## config.mk

```make
export PLATFORM = sky130hd
export DESIGN_NAME = inert_chan_display
export DESIGN_NICKNAME = d
export VERILOG_FILES = /design/src/rtl/inert_chan_display.sv
export SDC_FILE = /design/constraint.sdc
export NUM_CORES = 1
export LEC_CHECK = 0
export CELL_PAD_IN_SITES_DETAIL_PLACEMENT = 1
export CELL_PAD_IN_SITES_GLOBAL_PLACEMENT = 1
export CORE_MARGIN = 4
export CORE_UTILIZATION = 35
export CTS_CLUSTER_SIZE = 20
export DETAILED_ROUTE_END_ITERATION = 10
export HOLD_SLACK_MARGIN = 0.12
export PLACE_DENSITY_LB_ADDON = 0.1
export SLEW_MARGIN = 0
export SYNTH_ARGS = -nofsm -noshare
export SYNTH_HDL_FRONTEND = slang
export SYNTH_SLANG_ARGS = --single-unit
```

## constraint.sdc

```tcl
create_clock -name clk -period 3.6 [get_ports clk]
set_clock_uncertainty 0.1 [all_clocks]
set_input_delay 0.72 -clock clk [delete_from_list [all_inputs] [get_ports clk]]
set_output_delay 0.72 -clock clk [all_outputs]
set_load 0.1 [all_outputs]
```

## src/rtl/inert_chan_display.sv

```systemverilog
// Bring-up display for N inertial channels: calibration with timeout,
// then one selectable channel shown on LEDs, with an error blink mode.
module inert_chan_display #(
  parameter int NUM_CH  = 3,
  parameter int DATA_W  = 16,
  parameter int LED_W   = 8,
  parameter int LSB_OFS = 1,
  parameter int SAT     = 0,
  parameter int CAL_TO  = 1048576,
  localparam int SW     = $clog2(NUM_CH)
) (
  input  logic                     clk,
  input  logic                     rst_n,
  input  logic                     next_btn,
  input  logic                     prev_btn,
  input  logic                     cal_done,
  input  logic                     vld,
  input  logic [NUM_CH*DATA_W-1:0] ch_data,
  output logic                     strt_cal,
  output logic [SW-1:0]            sel,
  output logic [LED_W-1:0]         led,
  output logic                     cal_err
);

  localparam int CW = $clog2(CAL_TO);
  localparam int BW = 20;
  localparam logic signed [DATA_W-1:0] MAXV =
    DATA_W'((2 ** (LED_W - 1)) - 1);
  localparam logic signed [DATA_W-1:0] MINV = ~MAXV;

  typedef enum logic [1:0] {
    S_CAL,
    S_SHOW,
    S_ERR
  } st_t;

  st_t st_q, st_d;
  logic [CW-1:0] cnt_q, cnt_d;
  logic [BW-1:0] blk_q, blk_d;
  logic [SW-1:0] sel_q, sel_d;
  logic [LED_W-1:0] led_q, led_d;
  logic strt_q, strt_d;
  logic next_q, prev_q;
  logic nxt_e, prv_e, tmo;
  logic [DATA_W-1:0] x;
  logic signed [DATA_W-1:0] y;
  logic [LED_W-1:0] fv;

  assign nxt_e = next_btn & ~next_q;
  assign prv_e = prev_btn & ~prev_q;
  assign tmo   = (cnt_q == CW'(CAL_TO - 1));

  // State and datapath registers, synchronous active-low reset
  always_ff @(posedge clk) begin
    if (!rst_n) begin
      st_q   <= S_CAL;
      cnt_q  <= '0;
      blk_q  <= '0;
      sel_q  <= '0;
      led_q  <= '0;
      strt_q <= 1'b0;
      next_q <= 1'b0;
      prev_q <= 1'b0;
    end else begin
      st_q   <= st_d;
      cnt_q  <= cnt_d;
      blk_q  <= blk_d;
      sel_q  <= sel_d;
      led_q  <= led_d;
      strt_q <= strt_d;
      next_q <= next_btn;
      prev_q <= prev_btn;
    end
  end

  // Next state: cal_done beats the timeout, next edge retries from ERR
  always_comb begin
    st_d = st_q;
    unique case (st_q)
      S_CAL: begin
        if (cal_done) st_d = S_SHOW;
        else if (tmo) st_d = S_ERR;
      end
      S_SHOW: st_d = S_SHOW;
      S_ERR: begin
        if (nxt_e) st_d = S_CAL;
      end
      default: st_d = S_CAL;
    endcase
  end

  // Channel select with wrap; simultaneous edges cancel
  always_comb begin
    sel_d = sel_q;
    if (st_q == S_CAL) begin
      sel_d = '0;
    end else if (st_q == S_SHOW) begin
      if (nxt_e && !prv_e)
        sel_d = (sel_q == SW'(NUM_CH - 1)) ? '0 : sel_q + 1'b1;
      else if (prv_e && !nxt_e)
        sel_d = (sel_q == '0) ? SW'(NUM_CH - 1) : sel_q - 1'b1;
    end
  end

  // Channel mux and LED mapping (slice or shift-and-clamp)
  always_comb begin
    x = '0;
    for (int i = 0; i < NUM_CH; i++)
      if (sel_d == SW'(i)) x = ch_data[i*DATA_W +: DATA_W];
    y  = $signed(x) >>> LSB_OFS;
    fv = x[LSB_OFS +: LED_W];
    if (SAT != 0) begin
      if (y > MAXV)      fv = {1'b0, {(LED_W-1){1'b1}}};
      else if (y < MINV) fv = {1'b1, {(LED_W-1){1'b0}}};
      else               fv = y[LED_W-1:0];
    end
  end

  // Counters, start pulse and LED register next values
  always_comb begin
    cnt_d  = (st_q == S_CAL && !cal_done && !tmo) ? cnt_q + 1'b1 : '0;
    blk_d  = (st_q == S_ERR) ? blk_q + 1'b1 : '0;
    strt_d = (st_q == S_CAL) && (cnt_q == '0);
    led_d  = led_q;
    unique case (st_q)
      S_CAL: begin
        if (cal_done) led_d = fv;
        else if (tmo) led_d = '1;
        else          led_d = '0;
      end
      S_SHOW: begin
        if (vld || sel_d != sel_q) led_d = fv;
      end
      S_ERR: begin
        if (nxt_e)             led_d = '0;
        else if (blk_q == '1)  led_d = ~led_q;
      end
      default: led_d = '0;
    endcase
  end

  // Outputs straight from registers
  always_comb begin
    strt_cal = strt_q;
    sel      = sel_q;
    led      = led_q;
    cal_err  = (st_q == S_ERR);
  end

endmodule

```

==> flow_summary_export.csv, run 1 <==
group,metric,value,unit
global_route,grt_usage,0.160,
final_layout,areaGrowthSynthToFinish,20.3,%
power,seqPwrFrac,0.520,
place,post_dp_cell_area,3450,µm²
yosys,syn_nets,415,
final_layout,multi_input_area,1730,µm²
detailed_routing,drc_errors,0,
sta,drv_slew,0,
power,p_int,851,µW
clock_network,post_cts_resized,0,
worst_setup_path,crit_path_end_kind,"flop",
final_layout,regArea,1100,µm²
power,powerDensity,346,nW/µm²
hold_path,hold_path.class,"flop to flop",
clock_network,clockBufferDepth,2,
power,clkPwrFrac,0.277,
place,io_buffers,41,
power,sw_frac_of_total,0.302,
sta,post-route-period-util,0.815,
job,drv_cap,0,
worst_setup_path,critPathArrivalTime,3.02,ns
sta,fin_crit,2.93,ns
sta,final.setup.tns,0,ns
sta,report.final.setup_viol,0,
final_layout,diodes,0,
worst_setup_path,crit_top_cell,"buf_4",
yosys,synth-seq-cells,55,
die,core_area,8180,µm²
detailed_routing,drtAntennaViolNets,0,
global_route,gr-total-overflow,0,
detailed_routing,dr.pass1.iters,4,
worst_setup_path,path_buf_inv,3,
die,fp.dieArea,9910,µm²
yosys,synth_most_common_cell,"nor2_1",
power,cellLeakagePower,0.00121,µW
global_route,grt_antenna_before_repair,0,
clock_network,clk_latency,0.30,ns
worst_setup_path,critPathRequiredTime,3.69,ns
sta,hold_violations,0,
clock_network,cts_root_buf,"clkbuf_8",
clock_network,h-tree-depth,2,
power,p_sw,369,µW
worst_setup_path,critPathLaunchType,"primary input",
power,comb_power_share,0.203,
clock_network,cts_tree,"done",
yosys,syn_area,2930,µm²
final_layout,final_layout_size_suffix_gt1_frac,0.0705,
yosys,seq_area_frac_synth,0.375,
power,ir_drop,0.131,mV
global_route,grt_pass1_wl,13.2,mm
global_route,grt_pass1_vias,2761,
sta,maxSlewHeadroom,0.351,
final_layout,fin_util,0.432,
yosys,synth.area.top_cells,"dfxtp_1 (38%), nor2_1 (9.2%), xor2_1 (6.9%)",
detailed_routing,drt_iter0_drc,59,
die,die_width,99.6,µm
die,die_h,99.6,µm
die,initial_utilization,0.359,
worst_setup_path,path_cells,"clkdlybuf4s50_1 -> nor2b_1 -> buf_4 -> xnor2_1 -> o21ai_2 -> a22oi_1 -> buf_4 -> a32oi_1 -> o211ai_1",
place,dp_hpwl,5.76,mm
sta,rsz0062_at_grt,"no",
detailed_routing,viasPerCell,5.25,
yosys,synth_top_cell_area_share,0.375,
worst_setup_path,setup.worst_path.class,"primary input to flop",
yosys,yosys_warnings,0,
place,routabilityCongestion,0.811,
yosys,avgSynthCellArea,8.26,µm²
detailed_routing,routed_wl,7.59,mm
clock_network,clkTransAtPathRegs,0.10,ns
yosys,synth_ff_type,"dfxtp_1",
final_layout,fillCellCount,1004,
sta,worst_pin_slew,0.970,ns
die,num_rows,33,
global_route,grt_max_degree,20,
clock_network,post_cts_buffers,0,
clock_network,cts_num_sinks,55,
clock_network,numCtsBuffers,5,
worst_setup_path,path_max_fanout,9,
yosys,ys_types,49,
sta,max_freq,341,MHz
clock_network,hold_buffers,0,
yosys,synthCells,355,
final_layout,final_nets,456,
yosys,synth_common_cells,"nor2_1 (72), dfxtp_1 (55), xor2_1 (23)",
worst_setup_path,critical-path-max-stage-delay,0.48,ns
detailed_routing,route.vias.total,2635,
yosys,async_reset_ff_frac,0,
detailed_routing,wl_per_cell,15.1,µm
final_layout,stdcell_area,3530,µm²
yosys,synth-edff-count,0,
worst_setup_path,slowest_stage,"clkdlybuf4s50_1",
status,status,"completed",
worst_setup_path,path_delay_family,"buffers and inverters",
yosys,synth_top_cell_by_area,"dfxtp_1",
die,io_pins,66,
-- final cells by class --
class / instances / share of cell area
multi-input combinational: 276 / 0.490
sequential: 55 / 0.312
timing repair buffer: 48 / 0.127
tap: 105 / 0.0372
clock buffer: 7 / 0.0216
inverter: 10 / 0.0106
clock inverter: 1 / 0.00142
-- layer usage --
layer | GRT usage | vias to the layer above | wire length, µm
li1 | - | 1341 | -
met1 | 0.216 | 1259 | 3650
met2 | 0.266 | 31 | 3650
met3 | 0.0288 | 4 | 233
met4 | 0.0336 | 0 | 50
met5 | 0 | - | 0
-- path summary, 6_finish.rpt --
path	depth (start not counted)	startpoint	slack, ns	to
max reg2reg	8	sel[1]$_SDFF_PN0_	0.87	led[5]$_SDFFE_PN0P_
max	9	next_btn	0.67	led[4]$_SDFFE_PN0P_
min	1	blk_q[0]$_SDFF_PN0_	0.37	blk_q[0]$_SDFF_PN0_
min reg2reg	1	blk_q[0]$_SDFF_PN0_	0.37	blk_q[0]$_SDFF_PN0_
-- cell usage in the layout, fill, tap and decap left out, types with 9 or more instances in the layout --
master and count:
nor2_1 72, xnor2_1 15, nand3_1 18, dfxtp_1 55, clkdlybuf4s50_1 35, inv_1 9
nor3_1 18, buf_4 13, xor2_1 23, nand4_1 9, nand2_1 21
-- metrics by stage --
stage	instances	hold slack, ns	worst slack [ns]	power, µW
after floorplan	355	0.326	0.369	811
after global placement	494	0.340	0.351	893
after detailed placement	494	0.357	0.318	898
after CTS	502	0.381	0.653	1240
after global routing	502	0.412	0.417	1280
final	502	0.369	0.666	1220
-- power groups by stage --
stage	Combinational [µW]	Clock, µW	Sequential, µW
2_1_floorplan	93.3	0	718
3_3_place_gp	246	0	648
4_1_cts	250	354	634
3_5_place_dp	249	0	648
6_report	248	338	634
5_1_grt	265	383	637
-- logic make-up (layout without fill, tap and decap cells) --
group,after synthesis,after routing,synth area share
AO/OA/AOI/OAI,53,53,0.137
XOR/XNOR,38,38,0.113
adder cells (fa/ha/maj),6,6,0.0256
buffers and inverters,24,66,0.0350
flip-flops,55,55,0.375
multiplexers,7,7,0.0239
AND/OR/NAND/NOR,172,172,0.290
-- flip-flops by register name, summed over array words and instances (netlist names) --
signal	cells
blk_q	20
st_q	2
led	8
cnt_q	20
strt_cal	1
prev_q	1
sel	2
next_q	1
-- worst register-to-register path, stage by stage (launching register included) --
cell	delay, ns
dfxtp_1	0.54
inv_1	0.20
ha_1	0.26
nand2b_1	0.14
a211oi_1	0.26
a311oi_1	0.10
a32o_1	0.32
or4_4	0.61
o211ai_1	0.13
Power figures use the tool's default switching activity.
==> run 2: changes to the inputs <==
- CORE_UTILIZATION: 35 -> 33
- clock period: 3.6 -> 2.5 ns (I/O delays scaled with it)
==> run 2 against run 1 <==
Final cell count is 4.8% higher; critical path depth is 1 higher; via count is 2.9% higher; total power is 64% higher; cell area is 7.4% higher; register-to-register slack worse by 0.66 ns; critical path type unchanged; setup slack worse by 0.53 ns; count of clock-buffer cells in the layout is 2 lower; worst hold slack worse by 0.0052 ns; flip-flop and latch count stayed put; sequential power is 44% higher; sequential share of layout area is 1.9 points lower.
==> flow_summary_export.csv, run 2 (synthesized netlist as in run 1, its figures left out) <==
group,metric,value,unit
final_layout,final_common_cell,"nor2_1",
final_layout,final_layout_size_suffix_gt1_frac,0.151,
worst_setup_path,critPathLaunchType,"primary input",
power,ir_drop,0.201,mV
clock_network,cts_num_sinks,55,
worst_setup_path,crit_top_cell,"buf_4",
sta,fin_crit,2.36,ns
power,seqPwrFrac,0.455,
power,comb_power_share,0.194,
final_layout,layout_common_cells,"nor2_1 (71), dfxtp_1 (53), buf_4 (37)",
clock_network,clkTransAtPathRegs,0.11,ns
detailed_routing,drt_iter0_drc,47,
detailed_routing,drc_errors,0,
clock_network,cts_tree,"done",
die,core_area,8680,µm²
sta,fin_ws,0.140,ns
global_route,grt_pass1_wl,13.2,mm
detailed_routing,routed_wl,7.85,mm
sta,drv_slew,0,
clock_network,clockBufferDepth,2,
final_layout,final_cells,526,
die,die_width,102,µm
detailed_routing,viasPerCell,5.15,
die,num_rows,34,
place,pre_cts_slack,-0.258,ns
sta,post-route-period-util,0.944,
die,die_h,102,µm
worst_setup_path,critical-path-max-stage-delay,0.43,ns
worst_setup_path,path_max_fanout,7,
power,p_sw,548,µW
worst_setup_path,path_cells,"clkdlybuf4s50_1 -> nor2b_1 -> buf_4 -> buf_4 -> a211o_1 -> nand2_1 -> buf_12 -> mux2i_1 -> a311oi_1 -> a211oi_1",
worst_setup_path,critPathRequiredTime,2.64,ns
power,powerDensity,527,nW/µm²
die,io_pins,66,
clock_network,cts_root_buf,"clkbuf_8",
hold_path,hold_path.class,"flop to flop",
detailed_routing,wl_per_cell,14.9,µm
power,p_int,1450,µW
clock_network,clk_latency,0.31,ns
sta,hold_slack,0.364,ns
power,cellLeakagePower,0.00137,µW
job,drv_cap,0,
sta,report.final.setup_viol,0,
detailed_routing,route.vias.total,2711,
sta,final.setup.tns,0,ns
status,status,"completed",
sta,maxSlewHeadroom,0.704,
global_route,grt_usage,0.157,
power,sw_frac_of_total,0.274,
detailed_routing,drtAntennaViolNets,0,
sta,worst_pin_slew,0.440,ns
worst_setup_path,crit_path_end_kind,"flop",
final_layout,areaGrowthSynthToFinish,29.2,%
clock_network,h-tree-depth,2,
final_layout,final_nets,477,
global_route,grt_max_degree,20,
worst_setup_path,slowest_stage,"clkdlybuf4s50_1",
final_layout,fin_util,0.437,
global_route,grt_antenna_before_repair,0,
place,dp_hpwl,6.06,mm
detailed_routing,dr.pass1.iters,4,
place,io_buffers,41,
clock_network,hold_buffers,0,
final_layout,diodes,0,
worst_setup_path,setup.worst_path.class,"primary input to flop",
sta,max_freq,424,MHz
sta,rsz0062_at_grt,"no",
power,clkPwrFrac,0.351,
worst_setup_path,critPathArrivalTime,2.50,ns
global_route,gr-total-overflow,0,
die,fp.dieArea,10500,µm²
place,dp_cells,518,
sta,hold_violations,0,
place,routabilityCongestion,0.788,
die,initial_utilization,0.338,
clock_network,numCtsBuffers,5,
global_route,grt_pass1_vias,2786,
[run 2: final cells by class]
class	count	area (µm²)
Fill cell	1048	4890
Multi-Input combinational cell	276	1750
Sequential cell	55	1110
Timing Repair Buffer	69	628
Tap cell	108	135
Clock buffer	5	68.8
Clock inverter	3	66.3
Inverter	10	37.5
[run 2: critical path, delay by kind of cell]
kind / cells / cell delay, ns
mux: 1 / 0.20
buf+inv: 4 / 0.88
compound gates: 3 / 0.64
simple gates: 2 / 0.29
[run 2: stage by stage]
stage | instance area, µm² | total power, µW
2_1_floorplan | 2940 | 1170
3_3_place_gp | 3640 | 1310
3_5_place_dp | 3640 | 1320
4_1_cts | 3780 | 2030
5_1_grt | 3790 | 2100
6_report | 3790 | 2000
[run 2: timing repair]
action | CTS | global route
setup endpoints to repair | 0 | 8
buffers inserted | 0 | 0
gates resized for setup | 0 | 2
[run 2: routing by layer]
metal / vias up / track usage / wire [µm]
met2: 26 / 0.269 / 3830
met4: 0 / 0.0424 / 76
met1: 1294 / 0.204 / 3690
met3: 7 / 0.0280 / 251
li1: 1384 / - / -
met5: - / 0 / 0
[run 2: final timing paths]
kind,from,end,slack (ns),cells after the start
setup reg to reg,sel[0]$_SDFF_PN0_,led[5]$_SDFFE_PN0P_,0.21,8
hold reg to reg,blk_q[0]$_SDFF_PN0_,blk_q[0]$_SDFF_PN0_,0.36,1
setup / recovery,next_btn,led[6]$_SDFFE_PN0P_,0.14,10
hold / removal,blk_q[0]$_SDFF_PN0_,blk_q[0]$_SDFF_PN0_,0.36,1
[run 2: power groups by stage]
stage	Clock, µW	Combinational, µW	Sequential, µW
after floorplan	0	135	1030
after global placement	0	383	930
after detailed placement	0	388	931
after CTS	732	389	910
after global routing	770	414	914
final	701	388	910
==> run 3: changes to the inputs <==
- TNS_END_PERCENT: unset -> 50
==> results of run 3 <==
The final DEF is identical to that of run 2; final timing and power are the same.
